`config.mk`:
```
export PLATFORM = sky130hd
export DESIGN_NAME = ct_seq_ctrl
export DESIGN_NICKNAME = d
export VERILOG_FILES = /design/src/rtl/ct_seq_ctrl.sv
export SDC_FILE = /design/constraint.sdc
export NUM_CORES = 1
export LEC_CHECK = 0
export ABC_CLOCK_PERIOD_IN_PS = 4940
export CAP_MARGIN = 20
export CORE_ASPECT_RATIO = 0.75
export CORE_MARGIN = 2
export CORE_UTILIZATION = 54
export CTS_CLUSTER_DIAMETER = 150
export DETAILED_ROUTE_END_ITERATION = 10
export PLACE_DENSITY = 0.94
export REMOVE_ABC_BUFFERS = 1
export SLEW_MARGIN = 20
export SYNTH_ARGS = -nofsm -noshare
export SYNTH_HDL_FRONTEND = slang
export SYNTH_SLANG_ARGS = --single-unit
```
`constraint.sdc`:
```
create_clock -name clk -period 4.94 [get_ports clk]
set_clock_uncertainty 0.15 [all_clocks]
set_input_delay 0.741 -clock clk [delete_from_list [all_inputs] [get_ports clk]]
set_output_delay 0.741 -clock clk [all_outputs]
set_load 0.01 [all_outputs]
```
`src/rtl/ct_seq_ctrl.sv`:
```
// Sequencer for one CT_module: loads kernel/tile bytes, fires the engine, captures its
// serial results and replays them on a ready/valid stream, with kernel reuse and a watchdog.
module ct_seq_ctrl #(
  parameter int unsigned N_RESULTS   = 4,
  parameter int unsigned TIMEOUT_CYC = 255
) (
  input  logic         clk,
  input  logic         reset,
  input  logic         start,
  input  logic         keep_kernel,
  input  logic         in_valid,
  input  logic [7:0]   in_data,
  output logic         in_ready,
  output logic [127:0] a_bus,
  output logic [71:0]  b_bus,
  output logic         ct_reset,
  output logic         en_ct,
  input  logic         ct_en_result,
  input  logic [7:0]   ct_result,
  input  logic         ct_done,
  output logic         out_valid,
  output logic [7:0]   out_data,
  output logic         out_last,
  input  logic         out_ready,
  output logic         busy,
  output logic         kern_ok,
  output logic         err_timeout,
  output logic         err_count
);
  localparam int unsigned WD_W    = $clog2(TIMEOUT_CYC + 1);
  localparam int unsigned CNT_W   = $clog2(N_RESULTS + 2);
  localparam int unsigned IDX_W   = (N_RESULTS > 1) ? $clog2(N_RESULTS) : 1;
  localparam int unsigned LD_W    = 4;
  localparam int unsigned K_BYTES = 9;
  localparam int unsigned A_BYTES = 16;

  typedef enum logic [2:0] {
    S_IDLE, S_LOAD_K, S_LOAD_A, S_FIRE_R, S_FIRE_E, S_WAIT, S_DRAIN
  } state_e;

  state_e                            state_q, state_d;
  logic [LD_W-1:0]                   ld_cnt_q, ld_cnt_d;
  logic [A_BYTES-1:0][7:0]           a_q, a_d;
  logic [K_BYTES-1:0][7:0]           b_q, b_d;
  logic [N_RESULTS-1:0][7:0]         res_q, res_d;
  logic [CNT_W-1:0]                  cnt_q, cnt_d;
  logic [WD_W-1:0]                   wd_q, wd_d;
  logic [IDX_W-1:0]                  idx_q, idx_d;
  logic                              kern_ok_q, kern_ok_d;
  logic                              err_timeout_q, err_timeout_d;
  logic                              err_count_q, err_count_d;
  logic                              in_ready_q, in_ready_d;
  logic                              ct_reset_q, ct_reset_d;
  logic                              en_ct_q, en_ct_d;
  logic                              out_valid_q, out_valid_d;
  logic [7:0]                        out_data_q, out_data_d;
  logic                              out_last_q, out_last_d;
  logic                              busy_q, busy_d;
  logic                              accept;
  logic                              abort;
  logic [CNT_W-1:0]                  cnt_v;
  logic [IDX_W-1:0]                  last_idx;

  // Next-state, datapath and registered-output computation
  always_comb begin
    state_d       = state_q;
    ld_cnt_d      = ld_cnt_q;
    a_d           = a_q;
    b_d           = b_q;
    res_d         = res_q;
    cnt_d         = cnt_q;
    wd_d          = wd_q;
    idx_d         = idx_q;
    kern_ok_d     = kern_ok_q;
    err_timeout_d = err_timeout_q;
    err_count_d   = err_count_q;
    abort         = 1'b0;
    cnt_v         = cnt_q;
    last_idx      = '0;
    accept        = in_valid & in_ready_q;

    unique case (state_q)
      S_IDLE: begin
        if (start) begin
          err_timeout_d = 1'b0;
          err_count_d   = 1'b0;
          ld_cnt_d      = '0;
          state_d       = (keep_kernel && kern_ok_q) ? S_LOAD_A : S_LOAD_K;
        end
      end
      S_LOAD_K: begin
        if (accept) begin
          b_d[ld_cnt_q] = in_data;
          kern_ok_d     = 1'b0;
          if (ld_cnt_q == LD_W'(K_BYTES - 1)) begin
            kern_ok_d = 1'b1;
            ld_cnt_d  = '0;
            state_d   = S_LOAD_A;
          end else begin
            ld_cnt_d = ld_cnt_q + LD_W'(1);
          end
        end
      end
      S_LOAD_A: begin
        if (accept) begin
          a_d[ld_cnt_q] = in_data;
          if (ld_cnt_q == LD_W'(A_BYTES - 1)) begin
            ld_cnt_d = '0;
            state_d  = S_FIRE_R;
          end else begin
            ld_cnt_d = ld_cnt_q + LD_W'(1);
          end
        end
      end
      S_FIRE_R: state_d = S_FIRE_E;
      S_FIRE_E: begin
        cnt_d   = '0;
        wd_d    = '0;
        state_d = S_WAIT;
      end
      S_WAIT: begin
        // Capture happens before ct_done looks at the count
        if (ct_en_result) begin
          if (cnt_q < CNT_W'(N_RESULTS)) res_d[cnt_q[IDX_W-1:0]] = ct_result;
          if (cnt_q <= CNT_W'(N_RESULTS)) cnt_v = cnt_q + CNT_W'(1);
        end
        cnt_d = cnt_v;
        if (ct_done) begin
          err_count_d = (cnt_v != CNT_W'(N_RESULTS));
          idx_d       = '0;
          state_d     = (cnt_v != '0) ? S_DRAIN : S_IDLE;
        end else if (wd_q == WD_W'(TIMEOUT_CYC - 1)) begin
          err_timeout_d = 1'b1;
          abort         = 1'b1;
          cnt_d         = '0;
          state_d       = S_IDLE;
        end else begin
          wd_d = wd_q + WD_W'(1);
        end
      end
      S_DRAIN: begin
        if (out_valid_q && out_ready) begin
          if (out_last_q) state_d = S_IDLE;
          else            idx_d   = idx_q + IDX_W'(1);
        end
      end
      default: state_d = S_IDLE;
    endcase

    if (cnt_d >= CNT_W'(N_RESULTS)) last_idx = IDX_W'(N_RESULTS - 1);
    else                            last_idx = IDX_W'(cnt_d - CNT_W'(1));

    in_ready_d  = (state_d == S_LOAD_K) || (state_d == S_LOAD_A);
    ct_reset_d  = (state_d == S_FIRE_R) || abort;
    en_ct_d     = (state_d == S_FIRE_E);
    busy_d      = (state_d != S_IDLE);
    out_valid_d = (state_d == S_DRAIN);
    out_data_d  = out_valid_d ? res_d[idx_d] : 8'h00;
    out_last_d  = out_valid_d && (idx_d == last_idx);
  end

  always_ff @(posedge clk) begin
    if (reset) begin
      state_q       <= S_IDLE;
      ld_cnt_q      <= '0;
      a_q           <= '0;
      b_q           <= '0;
      res_q         <= '0;
      cnt_q         <= '0;
      wd_q          <= '0;
      idx_q         <= '0;
      kern_ok_q     <= 1'b0;
      err_timeout_q <= 1'b0;
      err_count_q   <= 1'b0;
      in_ready_q    <= 1'b0;
      ct_reset_q    <= 1'b0;
      en_ct_q       <= 1'b0;
      out_valid_q   <= 1'b0;
      out_data_q    <= 8'h00;
      out_last_q    <= 1'b0;
      busy_q        <= 1'b0;
    end else begin
      state_q       <= state_d;
      ld_cnt_q      <= ld_cnt_d;
      a_q           <= a_d;
      b_q           <= b_d;
      res_q         <= res_d;
      cnt_q         <= cnt_d;
      wd_q          <= wd_d;
      idx_q         <= idx_d;
      kern_ok_q     <= kern_ok_d;
      err_timeout_q <= err_timeout_d;
      err_count_q   <= err_count_d;
      in_ready_q    <= in_ready_d;
      ct_reset_q    <= ct_reset_d;
      en_ct_q       <= en_ct_d;
      out_valid_q   <= out_valid_d;
      out_data_q    <= out_data_d;
      out_last_q    <= out_last_d;
      busy_q        <= busy_d;
    end
  end

  assign in_ready    = in_ready_q;
  assign a_bus       = a_q;
  assign b_bus       = b_q;
  assign ct_reset    = ct_reset_q;
  assign en_ct       = en_ct_q;
  assign out_valid   = out_valid_q;
  assign out_data    = out_data_q;
  assign out_last    = out_last_q;
  assign busy        = busy_q;
  assign kern_ok     = kern_ok_q;
  assign err_timeout = err_timeout_q;
  assign err_count   = err_count_q;

endmodule
```
---- Word level (Yosys, flattened, before mapping) ----
Index checks and enable logic that the tools add are counted.
storage, ports and cells
  input port bits ......................... 24
  logic and storage cells ................. 156
  flip-flop bits (word level) ............. 269
  output and inout bits ................... 217
cells by class
  add/sub/neg operators ................... 5
  reduce and logical (&&, ||, !) cells .... 20
  mux-type cells .......................... 54
  bitwise operators ....................... 2
  eq/ne operators ......................... 23
  magnitude comparators ................... 8
operators by type and width
  cell                                                 number
  bitwise mux 128 bit                                  1
  2-to-1 mux 32 bit                                    3
  bitwise mux 72 bit                                   1
  2-to-1 mux 3 bit                                     15
  2-to-1 mux 8 bit                                     5
  bitwise mux 32 bit                                   1
  demux 8 bit (select 4 bit)                           1
  case mux 3 bit (7 select lines)                      1
  2-to-1 mux 4 bit                                     5
  binary-select mux 8 bit (select 2 bit)               1
  demux 8 bit (select 2 bit)                           1
  case mux 8 bit (2 select lines)                      1
  equality test 3 bit, second input constant           5
  inequality test 2 bit, second input constant         7
  equality test 3 x 2 -> 1 bit, second input constant  4
  case mux 4 bit (3 select lines)                      1
  2-to-1 mux 2 bit                                     5
  nonzero test 3 bit                                   3
  adder 8 x 1 -> 8 bit, second input constant          1
  equality test 4 bit, second input constant           2
  equality test 8 bit, second input constant           1
  2-to-1 mux 1 bit                                     8
  AND reduction 4 bit                                  2
  equality test 3 x 1 -> 1 bit, second input constant  2
  other kinds (25)                                     35

---- Depth between registers and ports, before layout ----
  depth after elaboration ................. 11
  gate-level depth with buffers ........... 9
  gate-level depth less buffers ........... 8

---- Worst setup path after synthesis ----
No wires, ideal clock.
  path kind ............................... input port to flip-flop
  start point ............................. input ct_done
  end point ............................... register out_data_q[6], in the netlist out_data[6]
  arrival time ............................ 2.336 ns
  path slack .............................. 2.339 ns
  required time ........................... 4.675 ns
  setup time .............................. 0.115 ns
  cell stages on the path ................. 8
  path buffers ............................ 2
  cells stage by stage .................... buf_2 -> nand4b_4 -> or4b_1 -> and2_4 -> buf_6 -> o311ai_1 -> o22ai_1 -> o21ba_1
between the ends
  word-level cells in the longest chain between the ends .. 5
  elaborated cells between the ends (all ways) .. 9
  classes of those cells .................. eq/ne: 1; mux: 6; bitwise: 1; reduce/logical: 1
RTL lines
  item                             line  source
  start, declared                  20    input logic ct_done,
  2-to-1 mux 3 bit                 128   if (ct_done) begin
  case mux 3 bit (7 select lines)  82    unique case (state_q)
  equality test 3 bit              157   out_valid_d = (state_d == S_DRAIN);
  inverter 1 bit (no line)         -
  OR reduction 2 bit (no line)     -
  end signal, assigned             198   out_data_q <= out_data_d;
  end, declared                    56    logic [7:0] out_data_q, out_data_d;
Several ways; a longest one is shown, not always the timed one. The select of a mux whose other input is x is not followed.
A chain may end at the register's enable or synchronous reset.

---- Worst setup path in the final report ----
  start point ............................. register state_q[2]
  end point ............................... register out_data_q[1], in the netlist out_data[1]
between the ends
  word-level cells in the longest chain between the ends .. 6
  elaborated cells between the ends (all ways) .. 24
  classes of those cells .................. eq/ne: 7; mux: 14; bitwise: 1; reduce/logical: 2
RTL lines
  item                                              line  source
  start, declared                                   41    state_e state_q, state_d;
  start signal, assigned                            183   state_q <= state_d;
  2-to-1 mux 3 bit (on tied branches) (2 in a row)  -
  case mux 3 bit (7 select lines)                   82
  equality test 3 bit                               157
  inverter 1 bit (no line)                          -
  OR reduction 2 bit (no line)                      -
Several ways; a longest one is shown, not always the timed one. The select of a mux whose other input is x is not followed.

==> flow_summary.html <==
<table>
<tr><th>Metric</th><th>Value</th></tr>
<tr><th colspan="2">Synth</th></tr>
<tr><td>Number of flip-flops and latches in the synthesized netlist</td><td>269</td></tr>
<tr><td>Yosys Warn Count</td><td>0</td></tr>
<tr><td>Most used flip-flop cell after synthesis</td><td>sky130_fd_sc_hd__dfxtp_1</td></tr>
<tr><td>Synthesized netlist cell count</td><td>around 1300</td></tr>
<tr><td>Post-synth EDFFs</td><td>0</td></tr>
<tr><td>Average size of a mapped cell</td><td>between 8 and 9 µm²</td></tr>
<tr><td>Synth unique cells</td><td>68</td></tr>
<tr><td>Share of synthesized flip-flops with an asynchronous set or reset</td><td>0</td></tr>
<tr><td>Netlist Area Pre-Place</td><td>10800 µm²</td></tr>
<tr><td>Sequential share of the synthesized area</td><td>0.497</td></tr>
<tr><th colspan="2">Clocking</th></tr>
<tr><td>Clock slew seen by the registers of the worst setup and hold paths</td><td>0.07 ns</td></tr>
<tr><td>H-tree Lvls</td><td>1</td></tr>
<tr><td>Clock Sink Count</td><td>269</td></tr>
<tr><td>Post-CTS setup buffer count</td><td>0</td></tr>
<tr><td>Post-CTS Hold Fix Bufs</td><td>0</td></tr>
<tr><td>Latest clock arrival within the worst-skew pair</td><td>0.52 ns</td></tr>
<tr><td>Clock buffers created by TritonCTS</td><td>26</td></tr>
<tr><td>Number of resized instances in the post-cts repair step</td><td>0</td></tr>
<tr><td>Root buffer cell</td><td>sky130_fd_sc_hd__clkbuf_16</td></tr>
<tr><td>Clock Path Buffers</td><td>3</td></tr>
<tr><td>Clock tree from TritonCTS</td><td>done</td></tr>
<tr><th colspan="2">Timing</th></tr>
<tr><td>Crit share post-route</td><td>0.713</td></tr>
<tr><td>Top achievable clock speed</td><td>0.284 GHz</td></tr>
<tr><td>Rel. slew slack</td><td>0.313</td></tr>
<tr><td>Hold Violations, Final</td><td>0</td></tr>
<tr><td>Finish-stage setup viols</td><td>0</td></tr>
<tr><td>Setup repair after global routing missed its margin</td><td>false</td></tr>
<tr><td>Final-layout setup total negative slack</td><td>0 ns</td></tr>
<tr><td>Post-layout minimum cycle time</td><td>3.52 ns</td></tr>
<tr><td>Worst hold slack across all endpoints</td><td>0.302 ns</td></tr>
<tr><td>Number of pins exceeding their max-slew limit in the final report</td><td>0</td></tr>
<tr><td>Worst-margin pin slew</td><td>a little over 1 ns</td></tr>
<tr><th colspan="2">Detailed routing</th></tr>
<tr><td>Routed Wire Length</td><td>between 30000 and 40000 µm</td></tr>
<tr><td>Vias after detailed routing</td><td>roughly 10000</td></tr>
<tr><td>Number of vias per cell after detailed routing</td><td>6.05</td></tr>
<tr><td>Final ANT Viol Nets</td><td>0</td></tr>
<tr><td>DRC viols</td><td>0</td></tr>
<tr><td>Detailed Routing Iterations Pass 1</td><td>8</td></tr>
<tr><td>Drt wl/cell</td><td>around 19 µm</td></tr>
<tr><td>Initial DRC Count</td><td>roughly 1400</td></tr>
<tr><th colspan="2">Global route</th></tr>
<tr><td>Vias in the first global route</td><td>9867</td></tr>
<tr><td>GRT Total Usage</td><td>0.304</td></tr>
<tr><td>Overflow left after global routing</td><td>0</td></tr>
<tr><td>Wire length of the first global-routing pass</td><td>52200 µm</td></tr>
<tr><td>Initial antenna violation count</td><td>0</td></tr>
<tr><td>Largest net degree at the start of global routing</td><td>147</td></tr>
<tr><th colspan="2">Die</th></tr>
<tr><td>Std-Cell Rows</td><td>44</td></tr>
<tr><td>Die span in x</td><td>168 µm</td></tr>
<tr><td>Placeable core region</td><td>19500 µm²</td></tr>
<tr><td>Vertical extent of the die</td><td>between 100 and 150 µm</td></tr>
<tr><td>Initial Utilization</td><td>0.556</td></tr>
<tr><td>Die footprint</td><td>21200 µm²</td></tr>
<tr><td>Top Ports</td><td>approximately 240</td></tr>
<tr><th colspan="2">Hold path</th></tr>
<tr><td>Cell depth of the worst hold path</td><td>2</td></tr>
<tr><td>Hold Crit Start</td><td>err_timeout</td></tr>
<tr><td>WHS Endpoint</td><td>err_timeout</td></tr>
<tr><td>Path category of the worst min-delay check</td><td>flop to flop</td></tr>
<tr><th colspan="2">Worst setup path</th></tr>
<tr><td>Worst-case register-to-register setup slack</td><td>1.42 ns</td></tr>
<tr><td>Worst-case reg-to-reg path depth</td><td>6</td></tr>
<tr><td>Critical Path Max Stage Delay</td><td>roughly 0.90 ns</td></tr>
<tr><td>Required time of the worst setup path</td><td>5.20 ns</td></tr>
<tr><td>Top cell family by delay on the critical path</td><td>simple AND/OR/NAND/NOR gates</td></tr>
<tr><td>Cell at the slowest stage of the critical path</td><td>sky130_fd_sc_hd__or4b_1</td></tr>
<tr><td>Type of origin of the critical path</td><td>flop</td></tr>
<tr><td>Capture instance of the worst register-to-register path</td><td>out_data[1]</td></tr>
<tr><td>Cell breakdown of the critical path</td><td>nand4bb_4, or4b_1, and2_4, o21ai_1, o22ai_1, o21ba_1</td></tr>
<tr><td>Data arrival time of the critical path</td><td>approximately 3.8 ns</td></tr>
<tr><td>Count of buffer and inverter cells on the critical path</td><td>0</td></tr>
<tr><td>Critical Path End Type</td><td>flop</td></tr>
<tr><td>Highest net fanout along the worst path</td><td>21</td></tr>
<tr><td>Start-to-end type of the worst setup path</td><td>flop to flop</td></tr>
<tr><td>FF-to-FF Start</td><td>state_q[2]</td></tr>
<tr><th colspan="2">Placement</th></tr>
<tr><td>Final GP Congestion</td><td>0.892</td></tr>
<tr><td>Port buffer count</td><td>240</td></tr>
<tr><td>Post-DP HPWL</td><td>21200 µm</td></tr>
<tr><th colspan="2">Power</th></tr>
<tr><td>VDD IR-drop max</td><td>between 200 and 300 µV</td></tr>
<tr><td>Leakage dissipation</td><td>5.26 nW</td></tr>
<tr><td>Power per cell area</td><td>around 320 nW/µm²</td></tr>
<tr><th colspan="2">Layout</th></tr>
<tr><td>Final-stage net count</td><td>1486</td></tr>
<tr><td>Layout-stage area growth over the synthesis result</td><td>31.7%</td></tr>
<tr><td>Antenna cells</td><td>0</td></tr>
<tr><td>Number of inserted filler cells in the final layout</td><td>1322</td></tr>
<tr><td>Fraction of the core area covered by cells at the end of the flow</td><td>0.732</td></tr>
<tr><td>Share of final-layout standard cells stronger than drive strength 1</td><td>0.0571</td></tr>
<tr><th colspan="2">Run status</th></tr>
<tr><td>Outcome</td><td>completed</td></tr>
<tr><th colspan="2">Job</th></tr>
<tr><td>Max_cap viols</td><td>0</td></tr>
</table>
-- cell families after synthesis --
family | Yosys count | share of synthesized area
multiplexers | 80 | 0.0739
AND/OR/NAND/NOR | 547 | 0.234
XOR/XNOR | 9 | 0.00727
buffers and inverters | 116 | 0.0452
adder cells (fa/ha/maj) | 10 | 0.0115
flip-flops | 269 | 0.497
AO/OA/AOI/OAI | 236 | 0.131
-- cell usage after synthesis (all sizes together) (2+ instances only) --
cell type	count	area [µm²]
dfxtp	269	5390
nand2	223	837
a21oi	161	806
nand3	127	646
nor2	115	437
clkbuf	81	314
mux2i	80	801
buf	26	141
nand4b	18	173
o311ai	16	140
nor3	13	80.1
nand4	11	68.8
ha	10	125
inv	9	33.8
o21ba	9	90.1
a21boi	8	60.1
nand2b	8	52.6
o22ai	8	50.1
o21ai	6	33.8
and2	5	33.8
and3	5	31.3
xor2	5	43.8
nor2b	4	25.0
xnor2	4	35.0
a221oi	3	26.3
nor3b	3	22.5
nor4	3	18.8
o21a	3	22.5
or2	3	18.8
a2111oi	2	23.8
a2bb2oi	2	17.5
a31oi	2	12.5
nand3b	2	15.0
o21bai	2	15.0
o22a	2	17.5
-- cell usage in the layout, fill, tap and decap left out, types with 5 or more instances in the layout --
master,count
sky130_fd_sc_hd__a21boi_0,8
sky130_fd_sc_hd__a21oi_1,161
sky130_fd_sc_hd__and3_1,5
sky130_fd_sc_hd__buf_4,23
sky130_fd_sc_hd__bufinv_16,6
sky130_fd_sc_hd__clkbuf_1,5
sky130_fd_sc_hd__clkbuf_16,27
sky130_fd_sc_hd__clkbuf_8,5
sky130_fd_sc_hd__clkdlybuf4s50_1,239
sky130_fd_sc_hd__dfxtp_1,269
sky130_fd_sc_hd__ha_1,10
sky130_fd_sc_hd__inv_1,9
sky130_fd_sc_hd__mux2i_1,80
sky130_fd_sc_hd__nand2_1,223
sky130_fd_sc_hd__nand2b_1,7
sky130_fd_sc_hd__nand3_1,125
sky130_fd_sc_hd__nand4_1,11
sky130_fd_sc_hd__nand4b_1,17
sky130_fd_sc_hd__nor2_1,113
sky130_fd_sc_hd__nor3_1,10
sky130_fd_sc_hd__o21ba_1,8
sky130_fd_sc_hd__o22ai_1,8
sky130_fd_sc_hd__o311ai_1,16
sky130_fd_sc_hd__xor2_1,5
-- metrics by stage --
stage	std cells	setup slack (ns)	total power, mW	instance area (µm²)
final	1724	1.42	4.57	14300
after global routing	1724	1.29	4.69	14300
after CTS	1724	1.55	4.59	14300
after detailed placement	1677	1.05	2.39	13300
after global placement	1677	1.13	2.39	13300
after floorplan	1160	1.88	2.27	10400
-- tightest hold or removal path, stage by stage (launching register included) --
cell,delay (ns)
sky130_fd_sc_hd__dfxtp_1,0.31
sky130_fd_sc_hd__inv_1,0.05
sky130_fd_sc_hd__a21oi_1,0.05
-- metal layers --
metal  track usage  routed length [µm]  share of wire  vias up
met3        0.0727                3580           0.11      107
met4         0.111                1210          0.036        0
met5             0                   0              0        -
met2         0.509               15400           0.46      659
li1              -                   -              -     4742
met1         0.387               13100           0.39     4926
-- state kept, by name, summed over array words and instances, names as in the netlist, 2 cells and up --
| signal | cells |
|---|---|
| b_bus | 72 |
| out_data | 8 |
| res_q | 32 |
| state_q | 3 |
| a_bus | 128 |
| wd_q | 8 |
| idx_q | 2 |
| ld_cnt_q | 4 |
| cnt_q | 3 |
-- final cells by class --
class,count,area (µm²),share of cell area
Clock buffer,37,763,0.0535
Clock inverter,10,203,0.0142
Multi-Input combinational cell,882,4970,0.348
Inverter,9,33.8,0.00237
Timing Repair Buffer,264,2600,0.182
Tap cell,253,317,0.0222
Sequential cell,269,5390,0.378
-- worst max-delay path by stage --
| stage | slack [ns] | cells past startpoint | from | to |
|---|---|---|---|---|
| floorplan | 1.88 | 6 | in_valid | b_bus[0] |
| global placement | 1.13 | 7 | ct_done | out_data[3] |
| detailed placement | 1.05 | 7 | ct_done | out_data[1] |
| CTS | 1.55 | 6 | state_q[2] | out_data[1] |
| global route | 1.29 | 6 | state_q[2] | out_data[1] |
| finish | 1.42 | 6 | state_q[2] | out_data[1] |
-- where the power goes --
| part | internal (mW) | switching, mW |
|---|---|---|
| clock | 1.39 | 0.844 |
| sequential | 2.17 | 0.00623 |
| combinational | 0.0470 | 0.118 |
| total | 3.61 | 0.968 |
No activity file was read; power rests on OpenSTA's default activity.
